## src/rtl/FetchUnitTypes.sv

```systemverilog
// Shared fetch-unit types for the checkpointed return address stack.
// The types describe the default configuration; parametrised modules derive their own widths.
package FetchUnitTypes;

    localparam int RAS_ENTRY_NUM      = 16;
    localparam int RAS_FETCH_WIDTH    = 4;
    localparam int RAS_CKPT_ENTRY_NUM = 8;
    localparam int RAS_PC_WIDTH       = 32;
    localparam int RAS_INSN_BYTES     = 4;
    localparam int RAS_PTR_WIDTH      = $clog2(RAS_ENTRY_NUM);

    typedef logic [$clog2(RAS_CKPT_ENTRY_NUM)-1:0] RAS_CkptIndexPath;
    typedef logic [RAS_PTR_WIDTH-1:0]              RAS_PtrPath;
    typedef logic [RAS_PTR_WIDTH:0]                RAS_CountPath;

    typedef struct packed {
        RAS_PtrPath              ptr;
        logic [RAS_PC_WIDTH-1:0] top;
        RAS_CountPath            count;
    } RAS_CheckpointEntry;

endpackage

```

## src/rtl/ras_checkpoint_queue.sv

```systemverilog
// Circular checkpoint buffer: allocate at tail, release at head, and rewind the tail
// on recovery so that every checkpoint younger than the restored one is discarded.
module ras_checkpoint_queue #(
    parameter int CKPT_NUM = 8,
    parameter int DATA_W   = 8,
    localparam int IW      = $clog2(CKPT_NUM)
) (
    input  logic              clk,
    input  logic              rst,
    input  logic              alloc_i,
    input  logic [DATA_W-1:0] alloc_data_i,
    input  logic              commit_i,
    input  logic              recover_i,
    input  logic [IW-1:0]     recover_id_i,
    output logic [IW-1:0]     tail_o,
    output logic [IW-1:0]     head_o,
    output logic [IW:0]       occ_o,
    output logic              full_o,
    output logic [DATA_W-1:0] recover_data_o
);

    logic [IW-1:0]     head_q, head_d;
    logic [IW-1:0]     tail_q, tail_d;
    logic [IW:0]       occ_q, occ_d;
    logic              release_s;
    logic [DATA_W-1:0] data_q [CKPT_NUM];

    // Pointer and occupancy next state; recovery overrides allocation and commit.
    always_comb begin
        head_d    = head_q;
        tail_d    = tail_q;
        occ_d     = occ_q;
        release_s = commit_i && (occ_q != '0);
        if (recover_i) begin
            tail_d = recover_id_i + IW'(1);
            occ_d  = {1'b0, recover_id_i - head_q} + (IW+1)'(1);
        end else begin
            if (alloc_i) begin
                tail_d = tail_q + IW'(1);
            end else begin
                tail_d = tail_q;
            end
            if (release_s) begin
                head_d = head_q + IW'(1);
            end else begin
                head_d = head_q;
            end
            case ({alloc_i, release_s})
                2'b10:   occ_d = occ_q + (IW+1)'(1);
                2'b01:   occ_d = occ_q - (IW+1)'(1);
                default: occ_d = occ_q;
            endcase
        end
    end

    // Pointer and occupancy registers.
    always_ff @(posedge clk or negedge rst) begin
        if (!rst) begin
            head_q <= '0;
            tail_q <= '0;
            occ_q  <= '0;
        end else begin
            head_q <= head_d;
            tail_q <= tail_d;
            occ_q  <= occ_d;
        end
    end

    // Checkpoint payload storage, written at the tail on allocation.
    always_ff @(posedge clk or negedge rst) begin
        if (!rst) begin
            for (int i = 0; i < CKPT_NUM; i++) begin
                data_q[i] <= '0;
            end
        end else if (alloc_i && !recover_i) begin
            data_q[tail_q] <= alloc_data_i;
        end
    end

    assign tail_o         = tail_q;
    assign head_o         = head_q;
    assign occ_o          = occ_q;
    assign full_o         = (occ_q == (IW+1)'(CKPT_NUM));
    assign recover_data_o = data_q[recover_id_i];

endmodule

```

## src/rtl/ras_checkpointed_chk.sv

```systemverilog
// Protocol checker: a recovery must target a checkpoint inside the live window.
module ras_checkpointed_chk #(
    parameter int IW = 3
) (
    input logic          clk,
    input logic          rst,
    input logic          recover,
    input logic [IW-1:0] recover_id,
    input logic [IW-1:0] head,
    input logic [IW:0]   occ
);

    logic [IW-1:0] dist_s;
    assign dist_s = recover_id - head;

    a_recover_live: assert property (@(posedge clk) disable iff (!rst)
        recover |-> ((occ != '0) && ({1'b0, dist_s} < occ)))
        else $error("recoverId %0d outside live checkpoint window", recover_id);

endmodule

```

## src/rtl/ras_checkpointed.sv

```systemverilog
// Speculative return address stack with per-op checkpoints and single-cycle repair
// (restore from a checkpoint, then optionally apply the corrected push or pop).
module ras_checkpointed
    import FetchUnitTypes::*;
#(
    parameter int ENTRY_NUM   = RAS_ENTRY_NUM,
    parameter int FETCH_WIDTH = RAS_FETCH_WIDTH,
    parameter int CKPT_NUM    = RAS_CKPT_ENTRY_NUM,
    parameter int PC_WIDTH    = RAS_PC_WIDTH,
    parameter int INSN_BYTES  = RAS_INSN_BYTES,
    localparam int PW         = $clog2(ENTRY_NUM),
    localparam int IW         = $clog2(CKPT_NUM),
    localparam int SW         = (FETCH_WIDTH > 1) ? $clog2(FETCH_WIDTH) : 1
) (
    input  logic                   clk,
    input  logic                   rst,
    input  logic                   fetchValid,
    input  logic [PC_WIDTH-1:0]    groupPC,
    input  logic [FETCH_WIDTH-1:0] isPush,
    input  logic [FETCH_WIDTH-1:0] isPop,
    output logic                   popValid,
    output logic [PC_WIDTH-1:0]    popTarget,
    output logic [SW-1:0]          popSlot,
    output logic                   ckptFull,
    output logic [IW-1:0]          ckptId,
    input  logic                   commit,
    input  logic                   recover,
    input  logic [IW-1:0]          recoverId,
    input  logic                   recoverPush,
    input  logic [PC_WIDTH-1:0]    recoverPushPC,
    input  logic                   recoverPop
);

    localparam int CW = PW + 1;

    typedef struct packed {
        logic [PW-1:0]       ptr;
        logic [PC_WIDTH-1:0] top;
        logic [CW-1:0]       count;
    } ckpt_entry_t;

    localparam int CKPT_W = $bits(ckpt_entry_t);

    function automatic logic [CW-1:0] cnt_inc(input logic [CW-1:0] c);
        return (c == CW'(ENTRY_NUM)) ? c : c + CW'(1);
    endfunction

    function automatic logic [CW-1:0] cnt_dec(input logic [CW-1:0] c);
        return (c == '0) ? c : c - CW'(1);
    endfunction

    logic [PC_WIDTH-1:0] stack_q [ENTRY_NUM];
    logic [PW-1:0]       ptr_q, ptr_d;
    logic [CW-1:0]       cnt_q, cnt_d;

    logic                op_found_s, op_push_s, accept_s;
    logic [SW-1:0]       op_slot_s;
    logic [PC_WIDTH-1:0] push_pc_s;

    logic                wr0_en_s, wr1_en_s;
    logic [PW-1:0]       wr0_idx_s, wr1_idx_s;
    logic [PC_WIDTH-1:0] wr0_data_s, wr1_data_s;

    ckpt_entry_t         save_s, rest_s;
    logic [CKPT_W-1:0]   rest_raw_s;
    logic [IW-1:0]       tail_s, head_s;
    logic [IW:0]         occ_s;
    logic                full_s;

    // Lowest slot carrying a call or return owns the group's single RAS op.
    always_comb begin
        op_found_s = 1'b0;
        op_push_s  = 1'b0;
        op_slot_s  = '0;
        for (int i = FETCH_WIDTH - 1; i >= 0; i--) begin
            if (isPush[i] || isPop[i]) begin
                op_found_s = 1'b1;
                op_push_s  = isPush[i];
                op_slot_s  = SW'(i);
            end else begin
                op_found_s = op_found_s;
            end
        end
    end

    assign accept_s  = fetchValid && !recover && !full_s && op_found_s;
    assign push_pc_s = groupPC + (PC_WIDTH'(op_slot_s) + PC_WIDTH'(1)) * PC_WIDTH'(INSN_BYTES);
    assign save_s    = '{ptr: ptr_q, top: stack_q[ptr_q], count: cnt_q};
    assign rest_s    = ckpt_entry_t'(rest_raw_s);

    // Next stack state and combinational pop outputs.
    always_comb begin
        ptr_d      = ptr_q;
        cnt_d      = cnt_q;
        wr0_en_s   = 1'b0;
        wr0_idx_s  = ptr_q;
        wr0_data_s = '0;
        wr1_en_s   = 1'b0;
        wr1_idx_s  = ptr_q;
        wr1_data_s = '0;
        popValid   = 1'b0;
        popTarget  = '0;
        popSlot    = '0;
        ckptId     = '0;
        if (recover) begin
            ptr_d      = rest_s.ptr;
            cnt_d      = rest_s.count;
            wr0_en_s   = 1'b1;
            wr0_idx_s  = rest_s.ptr;
            wr0_data_s = rest_s.top;
            if (recoverPush) begin
                ptr_d      = rest_s.ptr + PW'(1);
                cnt_d      = cnt_inc(rest_s.count);
                wr1_en_s   = 1'b1;
                wr1_idx_s  = rest_s.ptr + PW'(1);
                wr1_data_s = recoverPushPC;
            end else if (recoverPop) begin
                ptr_d = rest_s.ptr - PW'(1);
                cnt_d = cnt_dec(rest_s.count);
            end else begin
                ptr_d = rest_s.ptr;
            end
        end else if (accept_s) begin
            ckptId = tail_s;
            if (op_push_s) begin
                ptr_d      = ptr_q + PW'(1);
                cnt_d      = cnt_inc(cnt_q);
                wr1_en_s   = 1'b1;
                wr1_idx_s  = ptr_q + PW'(1);
                wr1_data_s = push_pc_s;
            end else if (cnt_q != '0) begin
                popValid  = 1'b1;
                popTarget = stack_q[ptr_q];
                popSlot   = op_slot_s;
                ptr_d     = ptr_q - PW'(1);
                cnt_d     = cnt_q - CW'(1);
            end else begin
                ptr_d = ptr_q;
            end
        end else begin
            ptr_d = ptr_q;
        end
    end

    // Pointer and count registers.
    always_ff @(posedge clk or negedge rst) begin
        if (!rst) begin
            ptr_q <= '0;
            cnt_q <= '0;
        end else begin
            ptr_q <= ptr_d;
            cnt_q <= cnt_d;
        end
    end

    // Stack storage; the two write ports never collide since ENTRY_NUM >= 2.
    always_ff @(posedge clk or negedge rst) begin
        if (!rst) begin
            for (int i = 0; i < ENTRY_NUM; i++) begin
                stack_q[i] <= '0;
            end
        end else begin
            if (wr0_en_s) begin
                stack_q[wr0_idx_s] <= wr0_data_s;
            end
            if (wr1_en_s) begin
                stack_q[wr1_idx_s] <= wr1_data_s;
            end
        end
    end

    ras_checkpoint_queue #(
        .CKPT_NUM (CKPT_NUM),
        .DATA_W   (CKPT_W)
    ) u_ckpt_q (
        .clk            (clk),
        .rst            (rst),
        .alloc_i        (accept_s),
        .alloc_data_i   (save_s),
        .commit_i       (commit),
        .recover_i      (recover),
        .recover_id_i   (recoverId),
        .tail_o         (tail_s),
        .head_o         (head_s),
        .occ_o          (occ_s),
        .full_o         (full_s),
        .recover_data_o (rest_raw_s)
    );

    assign ckptFull = full_s;

    ras_checkpointed_chk #(
        .IW (IW)
    ) u_chk (
        .clk        (clk),
        .rst        (rst),
        .recover    (recover),
        .recover_id (recoverId),
        .head       (head_s),
        .occ        (occ_s)
    );

endmodule

```

## config.mk

```make
export PLATFORM = sky130hd
export DESIGN_NAME = ras_checkpointed
export DESIGN_NICKNAME = d
export VERILOG_FILES = /design/src/rtl/FetchUnitTypes.sv /design/src/rtl/ras_checkpoint_queue.sv /design/src/rtl/ras_checkpointed_chk.sv /design/src/rtl/ras_checkpointed.sv
export SDC_FILE = /design/constraint.sdc
export NUM_CORES = 2
export LEC_CHECK = 0
export ABC_AREA = 1
export CELL_PAD_IN_SITES_DETAIL_PLACEMENT = 1
export CELL_PAD_IN_SITES_GLOBAL_PLACEMENT = 2
export CORE_ASPECT_RATIO = 0.9
export CORE_MARGIN = 4
export CORE_UTILIZATION = 37
export DETAILED_ROUTE_END_ITERATION = 6
export PLACE_DENSITY = 0.78
export SETUP_SLACK_MARGIN = 0.4
export SLEW_MARGIN = 30
export SYNTH_ARGS = -nofsm -noshare
export SYNTH_HDL_FRONTEND = slang
export SYNTH_HIERARCHICAL = 1
export SYNTH_SLANG_ARGS = --single-unit
```

## constraint.sdc

```tcl
create_clock -name clk -period 3 [get_ports clk]
set_input_delay 0.45 -clock clk [delete_from_list [all_inputs] [get_ports clk]]
set_output_delay 0.45 -clock clk [all_outputs]
set_load 0.005 [all_outputs]
```

# Yosys cells after proc, flatten, opt, wreduce, memory -nomap -nowiden
# Index checks and enable logic that the tools add are counted.
# word_totals
input_bits,82
regBits,859
# classes
magnitude_cmp,8
eq_ne,6
addsub,17
n_reduce_logical,23
muxes,77
n_bitwise,6
# ops
op,n
512-bit bitwise mux,2
512-bit 2-to-1 mux,2
32-bit 2-to-1 mux,13
328-bit bitwise mux,1
32-bit demux with 4-bit select,2
32-bit binary-select mux with 4-bit select,1
41-bit binary-select mux with 3-bit select,1
41-bit demux with 3-bit select,1
41-bit 2-to-1 mux,3
4-bit 2-to-1 mux,12
5-bit 2-to-1 mux,9
32-bit by 5-bit adder with 32-bit output,1
1-bit 2-to-1 mux,17
2-bit 2-to-1 mux,8
5-bit >= comparator (second input constant),3
4-bit NOT with 5-bit output,3
4-bit by 1-bit adder with 4-bit output (second input constant),3
3-bit 2-to-1 mux,4
4-bit by 1-bit subtractor with 4-bit output (second input constant),3
5-bit by 1-bit adder with 5-bit output (second input constant),2
5-bit == test (second input constant),2
5-bit by 1-bit less-than comparator with 1-bit output (second input constant),2
5-bit by 1-bit subtractor with 5-bit output (second input constant),2
3-bit by 1-bit adder with 3-bit output (second input constant),3
other kinds (22),37

# Logic depth before layout (Yosys ltp)
# logic_depth
ltp_word,15
depth_mapped,21

# Hierarchy
# The synthesis kept the hierarchy.
# by_module_without_submodules
mod,area_each_um2,n_inst,cells_per_inst
ras_checkpointed,33696.1,1,4974
ras_checkpoint_queue,15210.8,1,1839

# Worst setup path after synthesis
# OpenSTA, ideal clock, no wires.
# synth_path
path_kind,in2reg
from,in recoverId[1]
to,reg stack_q[334] (netlist bit)
arrival_time_ps,2939
cell_stages,18
path_slack_ps,-60
required_ps,2879
setup_ps,121
path_cell_list,clkbuf_1 buf_1 o21ai_0 o21ai_0 nor2_1 a31oi_1 nand3_1 xor2_1 nand2_1 o21ai_1 inv_2 nand2_1 nor2_2 nand2_1 buf_2 buf_2 o21bai_1 nand2_1
# synth_between
elab_chain_cells,14
word_cells_on_any_way,25
# synth_rtl
element,line,rtl
"start, declared",ras_checkpointed.sv:28,"input logic [IW-1:0] recoverId,"
3-bit NOT with 4-bit output (not written as such) (*),ras_checkpoint_queue.sv:84,assign recover_data_o = data_q[recover_id_i];
41-bit binary-select mux with 3-bit select (*),ras_checkpoint_queue.sv:84,
41-bit 2-to-1 mux (not written as such) (*) (2 in series),ras_checkpoint_queue.sv:84,
via rest_raw_s[38],ras_checkpointed.sv:65,logic [CKPT_W-1:0] rest_raw_s;
4-bit by 1-bit adder with 4-bit output or 4-bit 2-to-1 mux (tied branches),"ras_checkpointed.sv:115, ras_checkpointed.sv:105",
4-bit 2-to-1 mux or 4-bit NOT with 5-bit output (tied branches),"ras_checkpointed.sv:111, ras_checkpointed.sv:164",
"4-bit 2-to-1 mux, or another cell as far along",ras_checkpointed.sv:105,if (recover) begin
4-bit NOT with 5-bit output (not written as such) or 1-bit logical AND (tied branches),"ras_checkpointed.sv:167, ras_checkpointed.sv:164",
"5-bit >= comparator (not written as such), or another cell as far along",ras_checkpointed.sv:167,stack_q[wr1_idx_s] <= wr1_data_s;
1-bit logical AND (not written as such) or 32-bit demux with 4-bit select (tied branches),"ras_checkpointed.sv:167, ras_checkpointed.sv:164",
32-bit 2-to-1 mux (not written as such) or 512-bit bitwise mux (tied branches),"ras_checkpointed.sv:167, ras_checkpointed.sv:164",
32-bit demux with 4-bit select or 512-bit 2-to-1 mux (tied branches),"ras_checkpointed.sv:167, ras_checkpointed.sv:163",
512-bit bitwise mux,ras_checkpointed.sv:167,
512-bit 2-to-1 mux (*),ras_checkpointed.sv:166,if (wr1_en_s) begin
"end signal, assigned by index",ras_checkpointed.sv:164,stack_q[wr0_idx_s] <= wr0_data_s;
"end signal, assigned by index",ras_checkpointed.sv:167,
"end, declared",ras_checkpointed.sv:52,logic [PC_WIDTH-1:0] stack_q [ENTRY_NUM];
# Mark *: on every way through the listed nets, which the timed path passes. The rest lies on a longest branch. The select of a mux whose other input is x is not followed.
# A chain may end at the register's enable or synchronous reset.

==> impl_metrics.yaml <==
cts:
  cts_buffers: 102
  cts_sinks: 859
  path_clk_slew_ns: 0.06
  h-tree-depth: 3
  cts_max_path_buffers: 3
  cts_tree: "built"
  clock_latency_ns: 0.76
  cts_root_buf: "clkbuf_16"
critical_path:
  slowest_delay_ns: 0.46
  reg2reg_slack_ns: -0.24
  reg2reg_depth: 18
  endpoint_kind: "output port"
  path_delay_family: "buffers and inverters"
  worst-path-stages: 18
  worst_ep_required_time_ns: 2.55
  worstSetupStartpointType: "register"
  path_buf_inv: 12
  crit_chain: "buf_12 -> inv_16 -> buf_12 -> buf_16 -> buf_6 -> buf_8 -> buf_12 -> buf_12 -> buf_6 -> a21oi_4 -> o21ai_4 -> nand3_2 -> nand3_2 -> nand2_2 -> buf_6 -> nand2_2 -> inv_2 -> buf_6"
  cp.arrival_ns: 3.04
  slowest_stage: "dfrtp_4"
  crit_end: "popTarget[11]"
  criticalPathCategory: "register to output port"
  r2r-start: "ptr_q[0]"
  timing.rr.end: "stack_q[212]"
  worstPathMaxFanout: 6
  crit_start: "ptr_q[0]"
synth:
  syn_area_per_cell_um2: 7.18
  synth_area_um2: 48900
  synthCells: 6813
  seq_area_frac_synth_pct: 44.0
  synth_edf_count: 0
  synthArstFlopShare_pct: 100
  synthFlopType: "dfrtp_1"
  synth_nets: 6916
  synth_cell_types: 50
  ys.warnings.count: 6
  ys_ff_latch: 859
final_layout:
  final_area_um2: 67600
  fin_util_pct: 51.5
  drive_gt1_share_pct: 22.4
  area.growth.synth_to_final_pct: 38.2
  num-nets-final: 7496
global_route:
  grt_use_total_pct: 34.2
  antenna_found_initial: 2
  grt-ovfl-total: 0
  grt_first_pass_wirelength_um: 356000
  grt_max_degree: 95
  grt_pass1_vias: 53600
power_and_ir_drop:
  power.switching_uw: 29400
  ir_worst_vdd_mv: 0.518
  power_uw: 67900
  seqPwrFrac_pct: 28.6
  powerDensity_nw_per_um2: 1000
  combPwrFrac_pct: 51.9
  leakage_uw: 0.0324
  internal_power_uw: 38500
  sw_frac_of_total_pct: 43.3
  clkPwrFrac_pct: 19.5
placed_design:
  post_dp_cell_area_um2: 57300
  dp_hpwl_um: 150000
  post-place-ws_ns: -0.802
  io_buffers: 120
  gp_congestion: 0.873
drt:
  drt_iter0_drc: 5820
  route.detailed.drc: 0
  vias: 54400
  drtPass1Iterations: 7
  via_per_inst: 5.91
  ant_nets: 0
  routed_wirelength_um: 265000
  wl_per_cell_um: 28.8
floorplanning:
  dieArea_um2: 138000
  dieHeight_um: 353
  io_pins: 121
  die_width_um: 391
  core_um2: 131000
  start_util_pct: 37.3
  rows: 126
sta:
  slew_headroom_pct: 55.2
  setup_viol_count_final: 201
  setup_slack_ns: -0.486
  tightest_slew_ns: 0.672
  skew_ns: 0.0354
  fmax_ghz: 0.287
  drv_slew: 0
  period_minus_slack_ns: 3.49
  min_period_over_period_pct: 116
  hold_violations: 0
  rsz0062_at_grt: "yes"
min_path:
  min_path_type: "input pin to register"
run:
  cap_violations: 0
run_status:
  status: "complete, but fails checks"
  violations: "negative setup slack"
## power groups by stage
stage	Combinational, µW	Sequential [µW]	Clock [µW]
final	35200	19400	13200
after global routing	37500	19900	13800
after CTS	30200	19300	13300
after detailed placement	27200	19400	0
after global placement	26600	19100	0
after floorplan	15400	18500	0
## sequential cells by signal, indices dropped and copies added, names as in the netlist
register	count
cnt_q	5
u_ckpt_q/occ_o	4
u_ckpt_q/head_o	3
u_ckpt_q/data_q	328
stack_q	512
ptr_q	4
u_ckpt_q/tail_o	3
## kinds of logic (layout without fill, tap and decap cells)
group	count (synthesis)	in the layout	synth area share, %
DFF	859	859	44.0
and+or+nand+nor	3073	3073	25.4
adders and majority gates	21	21	0.583
muxes	63	63	1.45
buffers and inverters	1048	1708	8.72
xor gates and xnor gates	26	26	0.466
other	0	2	0
AOI/OAI and AO/OA	1723	1723	19.4
## per-stage QoR
| step | setup TNS (ns) | hold WS (ns) | instances |
|---|---|---|---|
| final | -20.78 | 0.190 | 9203 |
| after global routing | -32.20 | 0.174 | 9201 |
| after CTS | -13.52 | 0.0895 | 9026 |
| after detailed placement | -310.29 | 0.464 | 8730 |
| after global placement | -292.31 | 0.459 | 8730 |
| after floorplan | 0 | 0.154 | 6813 |
## worst min-delay path: cells and delay by family
family | cells | cell delay (ns)
AOI/OAI and AO/OA | 3 | 0.24
buffers and inverters | 1 | 0.19
## metal layers
layer | routed length (µm) | global-route usage, %
met1 | 108000 | 46.4
met2 | 116000 | 54.3
met3 | 24600 | 5.37
met4 | 16800 | 14.2
met5 | 11 | 0
## synthesized netlist by cell type (12+ instances only)
master | number | area (µm²)
a31oi_1 | 45 | 282
inv_2 | 23 | 86.3
o21bai_1 | 67 | 503
buf_4 | 24 | 180
o21ai_1 | 58 | 290
nand2_1 | 2082 | 7820
o22ai_1 | 80 | 500
nand4_1 | 14 | 87.6
xor2_1 | 15 | 131
o21ai_0 | 997 | 4990
inv_1 | 483 | 1810
nor3_1 | 15 | 75.1
buf_2 | 181 | 906
mux2_1 | 12 | 135
nor2_2 | 14 | 87.6
buf_1 | 32 | 120
clkbuf_1 | 299 | 1120
o211ai_1 | 79 | 593
dfrtp_1 | 859 | 21500
o21a_1 | 59 | 443
mux2_2 | 50 | 563
a21oi_1 | 285 | 1430
ha_1 | 18 | 225
nor2_1 | 379 | 1420
o221ai_1 | 26 | 228
nand3_1 | 547 | 2740
## cell usage in the layout, fill, tap and decap left out, drive strengths merged, types with 26 or more instances in the layout
cell / n
nand2: 2086
o21ai: 1065
buf: 871
dfrtp: 859
nand3: 550
inv: 505
nor2: 401
a21oi: 289
clkbuf: 215
o22ai: 80
o211ai: 79
clkdlybuf4s50: 72
o21bai: 67
mux2: 62
o21a: 59
a31oi: 45
o221ai: 26
## worst min-delay path by stage
stage / cells past startpoint / to / startpoint
final: 4 / u_ckpt_q/occ_o[2] / recover
after floorplan: 0 / cnt_q[0] / rst
after global placement: 1 / u_ckpt_q/data_q[14] / rst
after CTS: 4 / u_ckpt_q/occ_o[2] / recover
after detailed placement: 1 / u_ckpt_q/data_q[14] / rst
after global routing: 4 / u_ckpt_q/occ_o[2] / recover
## layout make-up
type | instances | area (µm²)
fill | 15700 | 63600
clock inverter | 28 | 424
multi-input combinational | 4906 | 25600
sequential | 859 | 21500
clock buffer | 156 | 3030
tap | 1728 | 2160
timing repair buffer | 1017 | 12900
inverter | 507 | 1970
antenna | 2 | 5.00
## what timing repair did
| action | 4_1_cts | 5_1_grt |
|---|---|---|
| hold buffers | 1 | 0 |
| gates resized for setup | 477 | 529 |
| setup buffers | 88 | 119 |
| gates cloned | 23 | 56 |
| hold endpoints to repair | 43 | 0 |
| pin swaps | 107 | 164 |
| endpoints found under the setup margin | 559 | 634 |
(Power assumes the default switching activity.)
